**config.mk**
```make
export PLATFORM = sky130hd
export DESIGN_NAME = uart_rx_flat
export DESIGN_NICKNAME = d
export VERILOG_FILES = /design/src/rtl/uart_pkg.sv /design/src/rtl/uart_rx_if.sv /design/src/rtl/uart_baud_tick.sv /design/src/rtl/uart_rx.sv /design/src/flat_wrapper.sv
export SDC_FILE = /design/constraint.sdc
export NUM_CORES = 1
export LEC_CHECK = 0
export CORE_MARGIN = 4
export CORE_UTILIZATION = 56
export CTS_CLUSTER_DIAMETER = 200
export CTS_CLUSTER_SIZE = 24
export DETAILED_ROUTE_END_ITERATION = 7
export MAX_ROUTING_LAYER = met4
export PLACE_DENSITY = 0.79
export SYNTH_ARGS = -nofsm -noshare
export SYNTH_HDL_FRONTEND = slang
export SYNTH_SLANG_ARGS = --single-unit
```
**constraint.sdc**
```tcl
create_clock -name clk -period 3.1 [get_ports clk]
set_input_delay 0.465 -clock clk [delete_from_list [all_inputs] [get_ports clk]]
set_output_delay 0.465 -clock clk [all_outputs]
set_load 0.02 [all_outputs]
```
**src/rtl/uart_pkg.sv**
```systemverilog
// Shared UART definitions: receiver states, oversampling and frame constants.
// Latency: n/a (types and constants only).
// Backpressure: n/a.
package uart_pkg;

  // Ticks per bit period; the receiver hardware assumes exactly this value.
  localparam int UART_OVERSAMPLE = 16;

  // Data bits per 8N1 frame.
  localparam int UART_DATA_BITS = 8;

  // Sample-counter value at which the start bit is checked (mid start bit).
  localparam logic [3:0] UART_START_SAMPLE = 4'd7;

  // Sample-counter value at which data and stop bits are taken (bit centre,
  // one full bit period after the previous sample point).
  localparam logic [3:0] UART_BIT_SAMPLE = 4'd15;

  typedef enum logic [2:0] {
    RX_IDLE,
    RX_START,
    RX_DATA,
    RX_STOP,
    RX_WAIT_HIGH
  } uart_rx_state_t;

endpackage

```
**src/rtl/uart_rx_if.sv**
```systemverilog
// Byte handshake between the UART receiver and the register block.
// Latency: n/a (wires only).
// Backpressure: rx_ready from the consumer; rx_valid/rx_data hold while not ready.
// Signals: rx_data (byte), rx_valid (holding register full), rx_ready (accept).
interface uart_rx_if;
  import uart_pkg::*;

  logic [UART_DATA_BITS-1:0] rx_data;
  logic                      rx_valid;
  logic                      rx_ready;

  // Receiver side: produces the byte, observes the accept.
  modport master (
    output rx_data,
    output rx_valid,
    input  rx_ready
  );

  // Consumer side: observes the byte, drives the accept.
  modport slave (
    input  rx_data,
    input  rx_valid,
    output rx_ready
  );

endinterface

```
**src/rtl/uart_baud_tick.sv**
```systemverilog
// Baud tick generator: one-cycle tick every div_q+1 clocks, shared by rx and tx.
// Latency: tick first asserts div_q+1 clocks after a clear.
// Backpressure: none; free running, restarted by clr_i.
// Ports: clk/rst (sync, active-high), clr_i (restart count), load_i (capture
// div_i into div_q), div_i (divisor), tick_o (one-cycle tick).
module uart_baud_tick #(
  parameter int DIV_W = 16
) (
  input  logic             clk,
  input  logic             rst,
  input  logic             clr_i,
  input  logic             load_i,
  input  logic [DIV_W-1:0] div_i,
  output logic             tick_o
);

  logic [DIV_W-1:0] div_q;
  logic [DIV_W-1:0] cnt_q;
  logic [DIV_W-1:0] cnt_d;

  always_comb begin
    cnt_d = cnt_q + DIV_W'(1);
    if (clr_i) begin
      cnt_d = '0;
    end else if (cnt_q >= div_q) begin
      // >= rather than == so a smaller divisor loaded mid-count cannot make
      // the counter run all the way round before wrapping.
      cnt_d = '0;
    end
  end

  always_ff @(posedge clk) begin
    if (rst) begin
      div_q <= '0;
      cnt_q <= '0;
    end else begin
      if (load_i) begin
        div_q <= div_i;
      end
      cnt_q <= cnt_d;
    end
  end

  assign tick_o = (cnt_q == div_q);

endmodule

```
**src/rtl/uart_rx.sv**
```systemverilog
// 8N1 UART receiver: pin synchroniser, 16x start detect, deserialiser, 1-entry holding reg.
// Latency: byte valid D+152P+1 clocks after start-edge detect D (P = baud_div+1).
// Backpressure: rx_ready; a byte arriving while the holding reg is full and not accepted is dropped with an overrun pulse.
// Ports: clk/rst (sync, active-high); sin_i (async serial in, idle high);
// baud_div_i (tick every baud_div_i+1 clocks, captured in IDLE); rx_if (byte
// handshake, master side); frame_err_o / overrun_o (one-cycle error pulses);
// busy_o (receiver not idle).
module uart_rx
  import uart_pkg::*;
#(
  parameter int OVERSAMPLE = UART_OVERSAMPLE,
  parameter int DIV_W      = 16
) (
  input  logic             clk,
  input  logic             rst,
  input  logic             sin_i,
  input  logic [DIV_W-1:0] baud_div_i,
  uart_rx_if.master        rx_if,
  output logic             frame_err_o,
  output logic             overrun_o,
  output logic             busy_o
);

  localparam int SMP_W = $clog2(OVERSAMPLE);
  localparam int BIT_W = $clog2(UART_DATA_BITS);

  // Synchroniser and edge-detect delay; all reset high to match an idle line.
  logic sync1_q;
  logic s_q;
  logic s_dly_q;
  logic fall;

  uart_rx_state_t            state_q, state_d;
  logic [SMP_W-1:0]          samp_q, samp_d;
  logic [BIT_W-1:0]          bit_q, bit_d;
  logic [UART_DATA_BITS-1:0] shift_q, shift_d;

  logic [UART_DATA_BITS-1:0] data_q, data_d;
  logic                      valid_q, valid_d;
  logic                      ferr_q, ferr_d;
  logic                      ovr_q, ovr_d;

  logic tick;
  logic tick_clr;
  logic div_load;
  logic deliver;

  assign fall = s_dly_q & ~s_q;

  uart_baud_tick #(
    .DIV_W (DIV_W)
  ) u_tick (
    .clk    (clk),
    .rst    (rst),
    .clr_i  (tick_clr),
    .load_i (div_load),
    .div_i  (baud_div_i),
    .tick_o (tick)
  );

  // Frame FSM: next state, counters, shift register.
  always_comb begin
    state_d  = state_q;
    samp_d   = samp_q;
    bit_d    = bit_q;
    shift_d  = shift_q;
    tick_clr = 1'b0;
    div_load = 1'b0;
    deliver  = 1'b0;
    ferr_d   = 1'b0;

    unique case (state_q)
      RX_IDLE: begin
        // Divisor tracks the input only while idle, so a change cannot
        // disturb a frame in flight.
        div_load = 1'b1;
        if (fall) begin
          // Restart the tick phase at the edge so sample points line up
          // with bit centres.
          tick_clr = 1'b1;
          samp_d   = '0;
          state_d  = RX_START;
        end
      end

      RX_START: begin
        if (tick) begin
          if (samp_q == UART_START_SAMPLE) begin
            if (s_q) begin
              // Line back high mid start bit: treat as a glitch.
              state_d = RX_IDLE;
            end else begin
              samp_d  = '0;
              bit_d   = '0;
              state_d = RX_DATA;
            end
          end else begin
            samp_d = samp_q + SMP_W'(1);
          end
        end
      end

      RX_DATA: begin
        if (tick) begin
          // Wraps 15 -> 0 at each sample point, giving one bit period spacing.
          samp_d = samp_q + SMP_W'(1);
          if (samp_q == UART_BIT_SAMPLE) begin
            shift_d = {s_q, shift_q[UART_DATA_BITS-1:1]};
            bit_d   = bit_q + BIT_W'(1);
            if (bit_q == BIT_W'(UART_DATA_BITS - 1)) begin
              state_d = RX_STOP;
            end
          end
        end
      end

      RX_STOP: begin
        if (tick) begin
          samp_d = samp_q + SMP_W'(1);
          if (samp_q == UART_BIT_SAMPLE) begin
            if (s_q) begin
              // Return at stop-bit centre so a following start edge is
              // never missed.
              deliver = 1'b1;
              state_d = RX_IDLE;
            end else begin
              ferr_d  = 1'b1;
              state_d = RX_WAIT_HIGH;
            end
          end
        end
      end

      RX_WAIT_HIGH: begin
        // Stay out of IDLE until the line recovers, so a break is not
        // seen as a string of start bits.
        if (s_q) begin
          state_d = RX_IDLE;
        end
      end

      default: begin
        state_d = RX_IDLE;
      end
    endcase
  end

  // Holding register. A delivery in the same cycle as an accept replaces the
  // byte with no bubble; otherwise a full register drops the new byte.
  always_comb begin
    data_d  = data_q;
    valid_d = valid_q;
    ovr_d   = 1'b0;
    if (deliver) begin
      if (!valid_q || rx_if.rx_ready) begin
        data_d  = shift_q;
        valid_d = 1'b1;
      end else begin
        ovr_d = 1'b1;
      end
    end else if (valid_q && rx_if.rx_ready) begin
      valid_d = 1'b0;
    end
  end

  always_ff @(posedge clk) begin
    if (rst) begin
      sync1_q <= 1'b1;
      s_q     <= 1'b1;
      s_dly_q <= 1'b1;
      state_q <= RX_IDLE;
      samp_q  <= '0;
      bit_q   <= '0;
      shift_q <= '0;
      data_q  <= '0;
      valid_q <= 1'b0;
      ferr_q  <= 1'b0;
      ovr_q   <= 1'b0;
    end else begin
      sync1_q <= sin_i;
      s_q     <= sync1_q;
      s_dly_q <= s_q;
      state_q <= state_d;
      samp_q  <= samp_d;
      bit_q   <= bit_d;
      shift_q <= shift_d;
      data_q  <= data_d;
      valid_q <= valid_d;
      ferr_q  <= ferr_d;
      ovr_q   <= ovr_d;
    end
  end

  assign rx_if.rx_data  = data_q;
  assign rx_if.rx_valid = valid_q;
  assign frame_err_o    = ferr_q;
  assign overrun_o      = ovr_q;
  assign busy_o         = (state_q != RX_IDLE);

endmodule

```
**src/flat_wrapper.sv**
```systemverilog
// flat-port wrapper written by rule: the top's interface ports become plain ports
module uart_rx_flat import uart_pkg::*;
#(
  parameter int OVERSAMPLE = UART_OVERSAMPLE,
  parameter int DIV_W      = 16
)
  (clk, rst, sin_i, baud_div_i, frame_err_o, overrun_o, busy_o, rx_if_rx_data, rx_if_rx_valid, rx_if_rx_ready);
  uart_rx_if rx_if_i ();
  input  logic clk;
  input  logic rst;
  input  logic sin_i;
  input  logic [DIV_W-1:0] baud_div_i;
  output logic frame_err_o;
  output logic overrun_o;
  output logic busy_o;
  output wire logic [$bits(rx_if_i.rx_data)-1:0] rx_if_rx_data;
  output wire logic [$bits(rx_if_i.rx_valid)-1:0] rx_if_rx_valid;
  input wire logic [$bits(rx_if_i.rx_ready)-1:0] rx_if_rx_ready;
  assign rx_if_rx_data = rx_if_i.rx_data;
  assign rx_if_rx_valid = rx_if_i.rx_valid;
  assign rx_if_i.rx_ready = rx_if_rx_ready;
  uart_rx #(.OVERSAMPLE(OVERSAMPLE), .DIV_W(DIV_W)) u_core (.clk(clk), .rst(rst), .sin_i(sin_i), .baud_div_i(baud_div_i), .rx_if(rx_if_i), .frame_err_o(frame_err_o), .overrun_o(overrun_o), .busy_o(busy_o));
endmodule
```
### Word level (Yosys, flattened, before mapping)

Index checks and enable logic that the tools add are counted.

| cells by class | value |
|---|---|
| $add $sub $neg | 3 |
| mux-type cells | 36 |
| equality and inequality tests | 21 |
| $lt $le $gt $ge | 1 |
| bitwise logic cells | 6 |
| reduce and logical (&&, ||, !) cells | 18 |

Operator list:

| cell | number |
|---|---|
| 3-bit two-way mux | 15 |
| 4-bit two-way mux | 5 |
| 2-bit by 1-bit inequality test with 1-bit output (second input constant) | 10 |
| 16-bit by 1-bit adder with 16-bit output (second input constant) | 1 |
| 16-bit equality test | 1 |
| 16-bit greater-or-equal comparator | 1 |
| 3-bit one-hot mux with 5 select lines | 1 |
| 1-bit two-way mux | 12 |
| 4-bit one-hot mux with 3 select lines | 1 |
| 9-bit AND reduction | 1 |
| 3-bit by 2-bit equality test with 1-bit output (second input constant) | 2 |
| 3-bit equality test (second input constant) | 2 |
| 3-bit one-hot mux with 2 select lines | 1 |
| 6-bit AND reduction | 1 |
| 3-bit nonzero test | 2 |
| 1-bit NOT | 5 |
| 5-bit AND reduction | 1 |
| 4-bit by 1-bit adder with 4-bit output (second input constant) | 1 |
| 4-bit by 3-bit equality test with 1-bit output (second input constant) | 1 |
| 4-bit equality test (second input constant) | 1 |
| 2-bit inequality test (second input constant) | 2 |
| 2-bit AND reduction | 2 |
| 2-bit nonzero test | 2 |
| 2-bit OR reduction | 2 |
| other kinds (12) | 12 |

| word-level totals | value |
|---|---|
| input bits | 20 |
| register bits after elaboration | 64 |

### Logic depth before layout (Yosys ltp)

Gate-level depths: netlist of run 1.

| logic depth | value |
|---|---|
| depth in word-level cells | 6 |
| mapped depth | 9 |
| mapped depth without buffers | 7 |

### Hierarchy

A second synthesis of run 1 with hierarchy kept.

| second synthesis, totals | value |
|---|---|
| cell total of the unflattened synthesis | 330 |
| area total of the unflattened synthesis | 3,140.5 um2 |

Modules (own cells, without submodules):

| module | seq. area each (um2) | cells an instance | times used | area each (um2) |
|---|---|---|---|---|
| uart_baud_tick | 640.6 | 178 | 1 | 1,712.9 |
| uart_rx | 640.6 | 152 | 1 | 1,427.6 |

### Worst setup path after synthesis of run 1

Ideal clock, no wire load.

| timing path | value |
|---|---|
| path kind | reg2reg |
| start | register u_core.u_tick.div_q[14] |
| end | register u_core.bit_q[2] |
| required time | 3.033 ns |
| path slack | 0.582 ns |
| period minus slack after synthesis | 2.518 ns |
| cell stages (with the launch flop) | 9 |
| data arrival time | 2.451 ns |
| cells stage by stage | dfxtp_1 > inv_1 > ha_1 > nand4_2 > or4_1 > buf_2 > or4_4 > or3_1 > a21oi_2 |

| between the ends | value |
|---|---|
| word-level cells in the longest chain between the ends | 3 |

RTL lines:

| what | line | source |
|---|---|---|
| start: declaration | uart_baud_tick.sv:17 | `logic [DIV_W-1:0] div_q;` |
| start signal: assignment | uart_baud_tick.sv:38 | `div_q <= div_i;` |
| 16-bit equality test * | uart_baud_tick.sv:44 | `assign tick_o = (cnt_q == div_q);` |
| 2-bit by 1-bit inequality test with 1-bit output (no source line) | n/a |  |
| 6-bit AND reduction (no source line) * | n/a |  |
| end signal: assignment | uart_rx.sv:185 | `bit_q <= bit_d;` |
| end: declaration | uart_rx.sv:35 | `logic [BIT_W-1:0] bit_q, bit_d;` |

Every way passes the cells marked *; elsewhere a longest branch is shown, timed or not.
A chain may end at the register's enable or synchronous reset.

### Worst setup path after layout of run 1

| timing path | value |
|---|---|
| start | register u_core.u_tick.cnt_q[13] |
| end | register u_core.data_q[0] (netlist: u_core.rx_if.rx_data[0]) |

| between the ends | value |
|---|---|
| word-level cells in the longest chain between the ends | 4 |

RTL lines:

| what | line | source |
|---|---|---|
| start: declaration | uart_baud_tick.sv:18 | `logic [DIV_W-1:0] cnt_q;` |
| start signal: assignment | uart_baud_tick.sv:40 | `cnt_q <= cnt_d;` |
| 16-bit equality test | uart_baud_tick.sv:44 |  |
| 1-bit two-way mux | uart_rx.sv:118 | `if (tick) begin` |
| 1-bit two-way mux | uart_rx.sv:72 | `unique case (state_q)` |
| 2-bit AND reduction (no source line) | n/a |  |
| end signal: assignment | uart_rx.sv:187 | `data_q <= data_d;` |
| end: declaration | uart_rx.sv:38 | `logic [UART_DATA_BITS-1:0] data_q, data_d;` |

Every way passes these cells.

==> reports/results.env, run 1 <==
OUTCOME='finished clean'
GRT_SETUP_UNREPAIRED='no'
SYN-INSTANCE-COUNT=372
PLACE_HPWL_MM=4.551
SYNTH_TOP_FAMILY_BY_AREA='simple AND/OR/NAND/NOR gates'
REQUIRED_NS=3.32
ANTENNA_DIODE_COUNT=0
POST_SYNTH_XOR_AREA_FRACTION_PCT=3.972
FIRST_GLOBAL_VIAS=2333
SYNTH_ENABLE_FLOP_CELLS=0
ROUTE.ANTENNA.REMAINING_NETS=0
SYNTH_FA_HA_AREA_SHARE_PCT=8.107
POWER-PER-CELL-AREA_mW_PER_MM2=507.7
HOLD_PATH.CLASS='reg2reg'
SYNTHESIS.NETS=412
REMAINING_DRC_ERRORS=0
FINALWORSTPATHREQUIREDPERIOD_NS=2.818
DR_TOTAL_VIAS=2627
SIMPLE_GATE_AREA_SHARE_OF_THE_YOSYS_NETLIST_PCT=25.62
TRITONCTS='yes'
MAX_CLOCK_FREQ_MHz=354.8
CLK_TRANSITION_REPORTED_PATHS_NS=0.07
TIMING_MAX_TRANSITION_VIOLATIONS_FINAL=0
YOSYSMOSTFREQUENTCELL='sky130_fd_sc_hd__dfxtp_1'
POSTCTSRESIZEDCELLS=0
CLOCK_TREE.HTREE_LEVEL_COUNT=3
FP.DIEH_UM=82.24
CRIT_ARRIVAL_NS=3.04
YOSYSWARNINGCOUNT=0
WORST_PATH_BUFFER_PLUS_INVERTER_COUNT=0
LEAKAGE_uW=0.001568
WORST_SETUP_SKEW_AFTER_LAYOUT_NS=0.008930
BOUNDARYPINS=32
SYNTH-COMPOUND-AREA-SHARE_PCT=10.54
CTS-ROOT-TO-SINK-BUFFERS=2
INSERTION_DELAY_NS=0.35
NETLIST_TOP_CELLS_COUNT='sky130_fd_sc_hd__dfxtp_1 (64), sky130_fd_sc_hd__nand2_1 (61), sky130_fd_sc_hd__a21oi_1 (31), sky130_fd_sc_hd__nor2_1 (27), sky130_fd_sc_hd__inv_1 (22)'
DESIGN.FINAL.NETS=441
FINALSETUPTNS_NS=0
CTSHOLDBUFFERS=0
CLOCK_TREE.ROOT_CELL='sky130_fd_sc_hd__clkbuf_8'
POST_SYNTH.CELL_AREA_AVG_UM2=8.298
CTS_BUFFERS=9
CORE_AREA_MM2=0.005238
CRITICAL-PATH-TOP-CELL-BY-COUNT='sky130_fd_sc_hd__or4_1'
POST_SYNTH_NUM_CELL_TYPES=41
WORST_SETUP_PATH_END_KIND='register'
CAP_VIOLATIONS=0
VDD_DROP_MAX_V=0.0003142
FINALHOLDVIOLCOUNT=0
NUM_ROWS=26
CPMAXSTAGEDELAYCELL='sky130_fd_sc_hd__or4_1'
FINAL_CORE_UTILIZATION_PCT=70.26
WORSTSETUPPATHTYPE='reg2reg'
FIRST_ITER_VIOLATIONS=223
SYNTH_LARGEST_AREA_CELL='sky130_fd_sc_hd__dfxtp_1'
CTS.SINK_COUNT=64
REPORT.FINAL.SETUP_VIOL=0
DIE_W_UM=82.24
SYNTHMUXAREASHARE_PCT=5.188
WIRE_PER_INST_UM=13.93
BUFFER_PORTS.INSERTED=31
WORST-PATH-MAX-FANOUT=8
SYN-CELL-AREA_MM2=0.003087
SYNTHARSTFLOPSHARE_PCT=0
VIAS_PER_CELL=5.519
DETAILEDROUTE.FIRSTPASSITERATIONCOUNT=4
SYNTH.YOSYS.SEQ_AREA_SHARE_PCT=41.51
RATIO_OF_FINAL_MINIMUM_PERIOD_TO_CLOCK_PERIOD_PCT=90.92
MAX-SLEW-MARGIN-REL_PCT=53.86
CRIT_PATH_LARGEST_CELL_DELAY_NS=0.81
PIN_COUNT_OF_THE_BIGGEST_NET_ENTERING_GLOBAL_ROUTING=49
AREA_DELTA_SYNTH_FINAL_PCT=19.21
CP_TOP_FAMILY='simple AND/OR/NAND/NOR gates'
TOTALPOWERFINAL_uW=1868
DOMINANTREGCELLSYNTH='sky130_fd_sc_hd__dfxtp_1'
TIGHTESTPINTRANSITION_NS=0.6921
FP.DIEAREA_MM2=0.006763
NUMBER_OF_REGISTER_BITS_INFERRED_BY_SYNTHESIS=64
DRIVE_ABOVE_1_SHARE_PCT=7.143
GRT_PASS1_WL_MM=10.85
WORST_HOLD_SLACK_NS=0.4178
GRT_OVERFLOW_TOTAL=0
CTS_POST_SETUP_BUFFERS_INSERTED=0
YS_TOP_CELLS_BY_AREA='sky130_fd_sc_hd__dfxtp_1 (42%), sky130_fd_sc_hd__ha_1 (8.1%), sky130_fd_sc_hd__nand2_1 (7.4%), sky130_fd_sc_hd__mux2i_1 (5.2%), sky130_fd_sc_hd__a21oi_1 (5.0%)'
ANTENNA_VIOLATIONS_BEFORE_REPAIR=0
ROUTABILITYCONGESTION=0.8491
CP_CELL_SEQUENCE='ha_1, nand4_2, or4_1, or4_1, mux2i_1, nor2_1'
SYNTH_LARGEST_TYPE_AREA_FRACTION_PCT=41.51
FLOORPLAN.INITIALDENSITY_PCT=58.93
TOTAL_TRACK_USAGE_PCT=21.62
STARTPOINT_TYPE='register'
TOTAL_WIRELENGTH_MM=6.629
==> per-stage QoR <==
| stage | instances | worst slack [ns] | cell area (um^2) |
|---|---|---|---|
| 5_1_grt | 476 | 0.1018 | 3680 |
| 2_1_floorplan | 372 | 0.5816 | 3087 |
| 4_1_cts | 476 | 0.2769 | 3680 |
| 3_3_place_gp | 460 | 0.3670 | 3458 |
| 6_report | 476 | 0.2816 | 3680 |
| 3_5_place_dp | 460 | 0.3017 | 3458 |
==> worst reg2reg max path, stage by stage (launching register included) <==
cell,delay [ns]
sky130_fd_sc_hd__dfxtp_1,0.37
sky130_fd_sc_hd__ha_1,0.33
sky130_fd_sc_hd__nand4_2,0.17
sky130_fd_sc_hd__or4_1,0.70
sky130_fd_sc_hd__or4_1,0.81
sky130_fd_sc_hd__mux2i_1,0.25
sky130_fd_sc_hd__nor2_1,0.06
==> path summary, 6_finish.rpt <==
kind / endpoint / slack, ns / cells after the start / startpoint
hold reg to reg: u_core.s_q / 0.42 / 1 / u_core.sync1_q
setup reg to reg: u_core.rx_if.rx_data[0] / 0.28 / 6 / u_core.u_tick.cnt_q[13]
setup / recovery: u_core.rx_if.rx_data[0] / 0.28 / 6 / u_core.u_tick.cnt_q[13]
hold / removal: u_core.s_q / 0.42 / 1 / u_core.sync1_q
==> state kept, by name (all words and copies together) (netlist names), 3 cells and up <==
signal                count
u_core.u_tick.div_q      16
u_core.u_tick.cnt_q      16
u_core.rx_if.rx_data      8
u_core.bit_q              3
u_core.samp_q             4
u_core.state_q            3
u_core.shift_q            8
==> routing by layer <==
metal  vias to the layer above  routed length (um)  GRT usage (%)
li1                       1342                   -              -
met1                      1206                3182          26.83
met2                        71                2997          33.89
met3                         8                 351          6.833
met4                         0                  98          5.980
met5                         -                   0              -
==> final cells by class <==
class                   instances  area (um^2)
repair buffers                 36        347.8
clock buffers                  11        141.4
well taps                      70        87.58
multi-input cells             267         1655
flip-flops and latches         64         1281
inverters                      23        86.33
fillers                       437         1558
clock inverters                 5        80.08
==> power breakdown <==
part	internal, uW	total [uW]	switching (uW)
clock network	473	793	320
registers	849	874	24.8
logic	85.9	201	115
total	1410	1870	460
==> layout by cell type, fill, tap and decap left out, types with 6 or more instances in the layout <==
master / Yosys / final
sky130_fd_sc_hd__nand3_1: 12 / 12
sky130_fd_sc_hd__clkdlybuf4s50_1: 0 / 31
sky130_fd_sc_hd__nand4_1: 9 / 9
sky130_fd_sc_hd__clkbuf_8: 0 / 10
sky130_fd_sc_hd__nand2b_1: 6 / 6
sky130_fd_sc_hd__a21o_1: 6 / 6
sky130_fd_sc_hd__ha_1: 20 / 20
sky130_fd_sc_hd__xor2_1: 7 / 7
sky130_fd_sc_hd__a21oi_1: 31 / 31
sky130_fd_sc_hd__xnor2_1: 7 / 7
sky130_fd_sc_hd__mux2i_1: 16 / 16
sky130_fd_sc_hd__nand2_1: 61 / 61
sky130_fd_sc_hd__nor3_1: 21 / 21
sky130_fd_sc_hd__nor2_1: 27 / 27
sky130_fd_sc_hd__inv_1: 22 / 22
sky130_fd_sc_hd__dfxtp_1: 64 / 64
==> cell families (layout without fill, tap and decap cells) <==
group,after synthesis,after routing
xor gates and xnor gates,14,14
adders and majority gates,20,20
DFF,64,64
AOI/OAI and AO/OA,54,54
and+or+nand+nor,163,163
buffers and inverters,41,75
muxes,16,16
(Power assumes the default switching activity.)
==> run 2, diff against run 1 <==
--- a/config.mk
+++ b/config.mk
@@ -5,7 +5,7 @@
 export SDC_FILE = /design/constraint.sdc
 export NUM_CORES = 1
 export LEC_CHECK = 0
-export CORE_MARGIN = 4
+export CORE_MARGIN = 2
 export CORE_UTILIZATION = 56
 export CTS_CLUSTER_DIAMETER = 200
 export CTS_CLUSTER_SIZE = 24
==> run 2 against run 1 <==
Power decreased by 6.2%. Cell count increased by 0.42%. Sequential power about the same. Fmax increased by 0.70%. Count of clock-buffer cells in the layout increased by 1. Routed wire length decreased by 4.7%. Non-clock buffer count unchanged. Clock power decreased by 14%. Cell area decreased by 0.71%. Sequential cell count unchanged. Global-route usage increased by 1.2 points. Setup slack improved by 0.020 ns.
==> reports/results.env, run 2 (same netlist as run 1, synthesis figures left out) <==
FP.DIEH_UM=78.24  # was 82.24 um
CTS.SINK_COUNT=64  # unchanged
REPORT.FINAL.SETUP_VIOL=0  # unchanged
FILL_CELLS=456  # was 437
AREA_DELTA_SYNTH_FINAL_PCT=18.36  # was 19.21%
MET2_TRACK_UTILIZATION_FROM_GLOBAL_ROUTING_PCT=34.66  # was 33.89%
MULTI_INPUT_AREA_MM2=0.001655  # unchanged
WORST_R2R_STARTPOINT='u_core.u_tick.div_q[14]'  # was u_core.u_tick.cnt_q[13]
BOUNDARYPINS=32  # unchanged
GRT_SETUP_UNREPAIRED='no'  # unchanged
FLOORPLAN.INITIALDENSITY_PCT=57.11  # was 58.93%
SEQ_AREA_MM2=0.001281  # unchanged
WORST_SETUP_PATH_END_KIND='register'  # unchanged
PIN_COUNT_OF_THE_BIGGEST_NET_ENTERING_GLOBAL_ROUTING=49  # unchanged
DESIGN.FINAL.NETS=441  # unchanged
GRT_OVERFLOW_TOTAL=0  # unchanged
WORSTSETUPPATHTYPE='reg2reg'  # unchanged
FINALWORSTPATHREQUIREDPERIOD_NS=2.799  # was 2.818 ns
LEAKAGE_uW=0.001553  # was 0.001568 uW
WORST-PATH-MAX-FANOUT=8  # unchanged
CLK_TRANSITION_REPORTED_PATHS_NS=0.07  # about the same
CRITPATHLAUNCH='u_core.u_tick.div_q[14]'  # was u_core.u_tick.cnt_q[13]
COMBPWRFRAC_PCT=11.3  # was 10.7%
DETAILEDROUTE.FIRSTPASSITERATIONCOUNT=4  # unchanged
DP_WORST_SETUP_SLACK_NS=0.3439  # was 0.3017 ns
P_INT_uW=1289  # was 1408 uW
VIAS_PER_CELL=5.496  # was 5.519
CTS_POST_SETUP_BUFFERS_INSERTED=0  # unchanged
REQUIRED_NS=3.32  # about the same
FP.DIEAREA_MM2=0.006122  # was 0.006763 mm^2
REMAINING_DRC_ERRORS=0  # unchanged
LAYOUT_TOP_REGISTERS='u_core.u_tick.cnt_q: 16 flops, u_core.u_tick.div_q: 16 flops'  # unchanged
CTS-ROOT-TO-SINK-BUFFERS=2  # unchanged
VDD_DROP_MAX_V=0.0002707  # was 0.0003142 V
CORE_AREA_MM2=0.005405  # was 0.005238 mm^2
ANTENNA_VIOLATIONS_BEFORE_REPAIR=0  # unchanged
FIRST_GLOBAL_VIAS=2411  # was 2333
OUTCOME='finished clean'  # unchanged
BUFFER_PORTS.INSERTED=31  # unchanged
GRT_PASS1_WL_MM=10.75  # was 10.85 mm
CAP_VIOLATIONS=0  # unchanged
TIMING_MAX_TRANSITION_VIOLATIONS_FINAL=0  # unchanged
POWER.SHARE.SEQUENTIAL_PCT=49.9  # was 46.8%
DR_TOTAL_VIAS=2627  # unchanged
MAX-SLEW-MARGIN-REL_PCT=53.77  # was 53.86%
CLOCK_TREE.HTREE_LEVEL_COUNT=3  # unchanged
WIRE_PER_INST_UM=13.22  # was 13.93 um
HOLD_PATH.CLASS='reg2reg'  # unchanged
ROUTE.ANTENNA.REMAINING_NETS=0  # unchanged
ROUTABILITYCONGESTION=0.8868  # was 0.8491
FIRST_ITER_VIOLATIONS=196  # was 223
FINALSETUPTNS_NS=0  # unchanged
STARTPOINT_TYPE='register'  # unchanged
TRITONCTS='yes'  # unchanged
MAX_CLOCK_FREQ_MHz=357.3  # was 354.8 MHz
CLOCK_TREE.ROOT_CELL='sky130_fd_sc_hd__clkbuf_8'  # unchanged
HP-START='u_core.sync1_q'  # unchanged
INSERTION_DELAY_NS=0.34  # was 0.35 ns
WORST_SETUP_SKEW_AFTER_LAYOUT_NS=0.006937  # was 0.008930 ns
CTS_BUFFERS=9  # unchanged
MET3_USAGE_PCT=4.713  # was 6.833%
NUM_ROWS=27  # was 26
TOTALPOWERFINAL_uW=1753  # was 1868 uW
DRIVE_ABOVE_1_SHARE_PCT=7.389  # was 7.143%
TOTAL_SWITCHING_POWER_uW=463.7  # was 459.9 uW
SWSHARE_PCT=26.45  # was 24.62%
POWER-PER-CELL-AREA_mW_PER_MM2=479.8  # was 507.7 mW/mm^2
TOTAL_WIRELENGTH_MM=6.317  # was 6.629 mm
BUSIEST_LAYER='met2'  # unchanged
CTSHOLDBUFFERS=0  # unchanged
TIGHTESTPINTRANSITION_NS=0.6872  # was 0.6921 ns
GLOBAL_ROUTE.USAGE.MET1_PCT=29.27  # was 26.83%
LAYOUT.CELLS.MOST_COMMON='sky130_fd_sc_hd__dfxtp_1'  # unchanged
DIE_W_UM=78.24  # was 82.24 um
CRIT_ARRIVAL_NS=3.02  # was 3.04 ns
TOTAL_TRACK_USAGE_PCT=22.86  # was 21.62%
POSTCTSRESIZEDCELLS=0  # unchanged
PLACE_HPWL_MM=4.366  # was 4.551 mm
FINAL_CELL_MIX='sky130_fd_sc_hd__dfxtp_1 (64), sky130_fd_sc_hd__nand2_1 (61), sky130_fd_sc_hd__a21oi_1 (31), sky130_fd_sc_hd__clkdlybuf4s50_1 (31), sky130_fd_sc_hd__nor2_1 (27)'  # unchanged
NUMBER_OF_STANDARD_CELLS_IN_THE_LAYOUT_TAPS_IN_AND_FILLERS_OUT=478  # was 476
DPL_CELLS=462  # was 460
FINALHOLDVIOLCOUNT=0  # unchanged
FINAL_CORE_UTILIZATION_PCT=67.59  # was 70.26%
P_CLK_SHARE_PCT=38.8  # was 42.5%
ANTENNA_DIODE_COUNT=0  # unchanged
FINAL_CRITICAL_PATH_SETUP_SLACK_NS=0.3012  # was 0.2816 ns
RATIO_OF_FINAL_MINIMUM_PERIOD_TO_CLOCK_PERIOD_PCT=90.29  # was 90.92%
==> run 2: changes by cell type in the layout (fill, tap and decap cells not counted), sizes merged <==
cell | before | now
bufinv | 2 | 0
clkbuf | 11 | 12
clkinvlp | 2 | 3
==> run 2: final timing paths <==
kind                                   to  depth (start not counted)  slack, ns
setup / recovery  u_core.rx_if.rx_data[2]                          7       0.30
hold / removal                 u_core.s_q                          1       0.42
setup reg to reg  u_core.rx_if.rx_data[2]                          7       0.30
hold reg to reg                u_core.s_q                          1       0.42
==> run 2: worst max-delay path: stages, from the launching register on <==
cell and delay (ns):
sky130_fd_sc_hd__dfxtp_1 0.35, sky130_fd_sc_hd__inv_1 0.05, sky130_fd_sc_hd__ha_1 0.30, sky130_fd_sc_hd__nand4_2 0.16, sky130_fd_sc_hd__or4_1 0.70, sky130_fd_sc_hd__or4_1 0.81, sky130_fd_sc_hd__mux2i_1 0.25, sky130_fd_sc_hd__nor2_1 0.06
==> run 2: through the flow <==
stage / instance area (um^2) / hold WS [ns]
3_5_place_dp: 3461 / 0.4023
4_1_cts: 3654 / 0.4190
6_report: 3654 / 0.4160
3_3_place_gp: 3461 / 0.3918
2_1_floorplan: 3087 / 0.3895
5_1_grt: 3654 / 0.4282
==> run 2: layer usage <==
layer,part of all wire (%),routed length (um),vias to the layer above
met5,0,0,-
met4,2.0,125,0
met3,4.3,272,11
met2,44,2768,60
met1,50,3151,1213
li1,-,-,1343
==> run 2: cell type report <==
type                       count  area share, %
tap                           72          2.466
clock inverter                 4         0.7534
inverter                      23          2.363
clock buffer                  12          4.521
timing repair buffer          36          9.521
sequential                    64          35.07
multi-input combinational    267          45.31
==> run 2: power by group through the flow <==
stage	logic, uW	clock network [uW]	registers (uW)
after floorplan	138	0	881
after global placement	192	0	891
after detailed placement	197	0	892
after CTS	200	692	873
after global routing	226	722	877
final	199	680	874
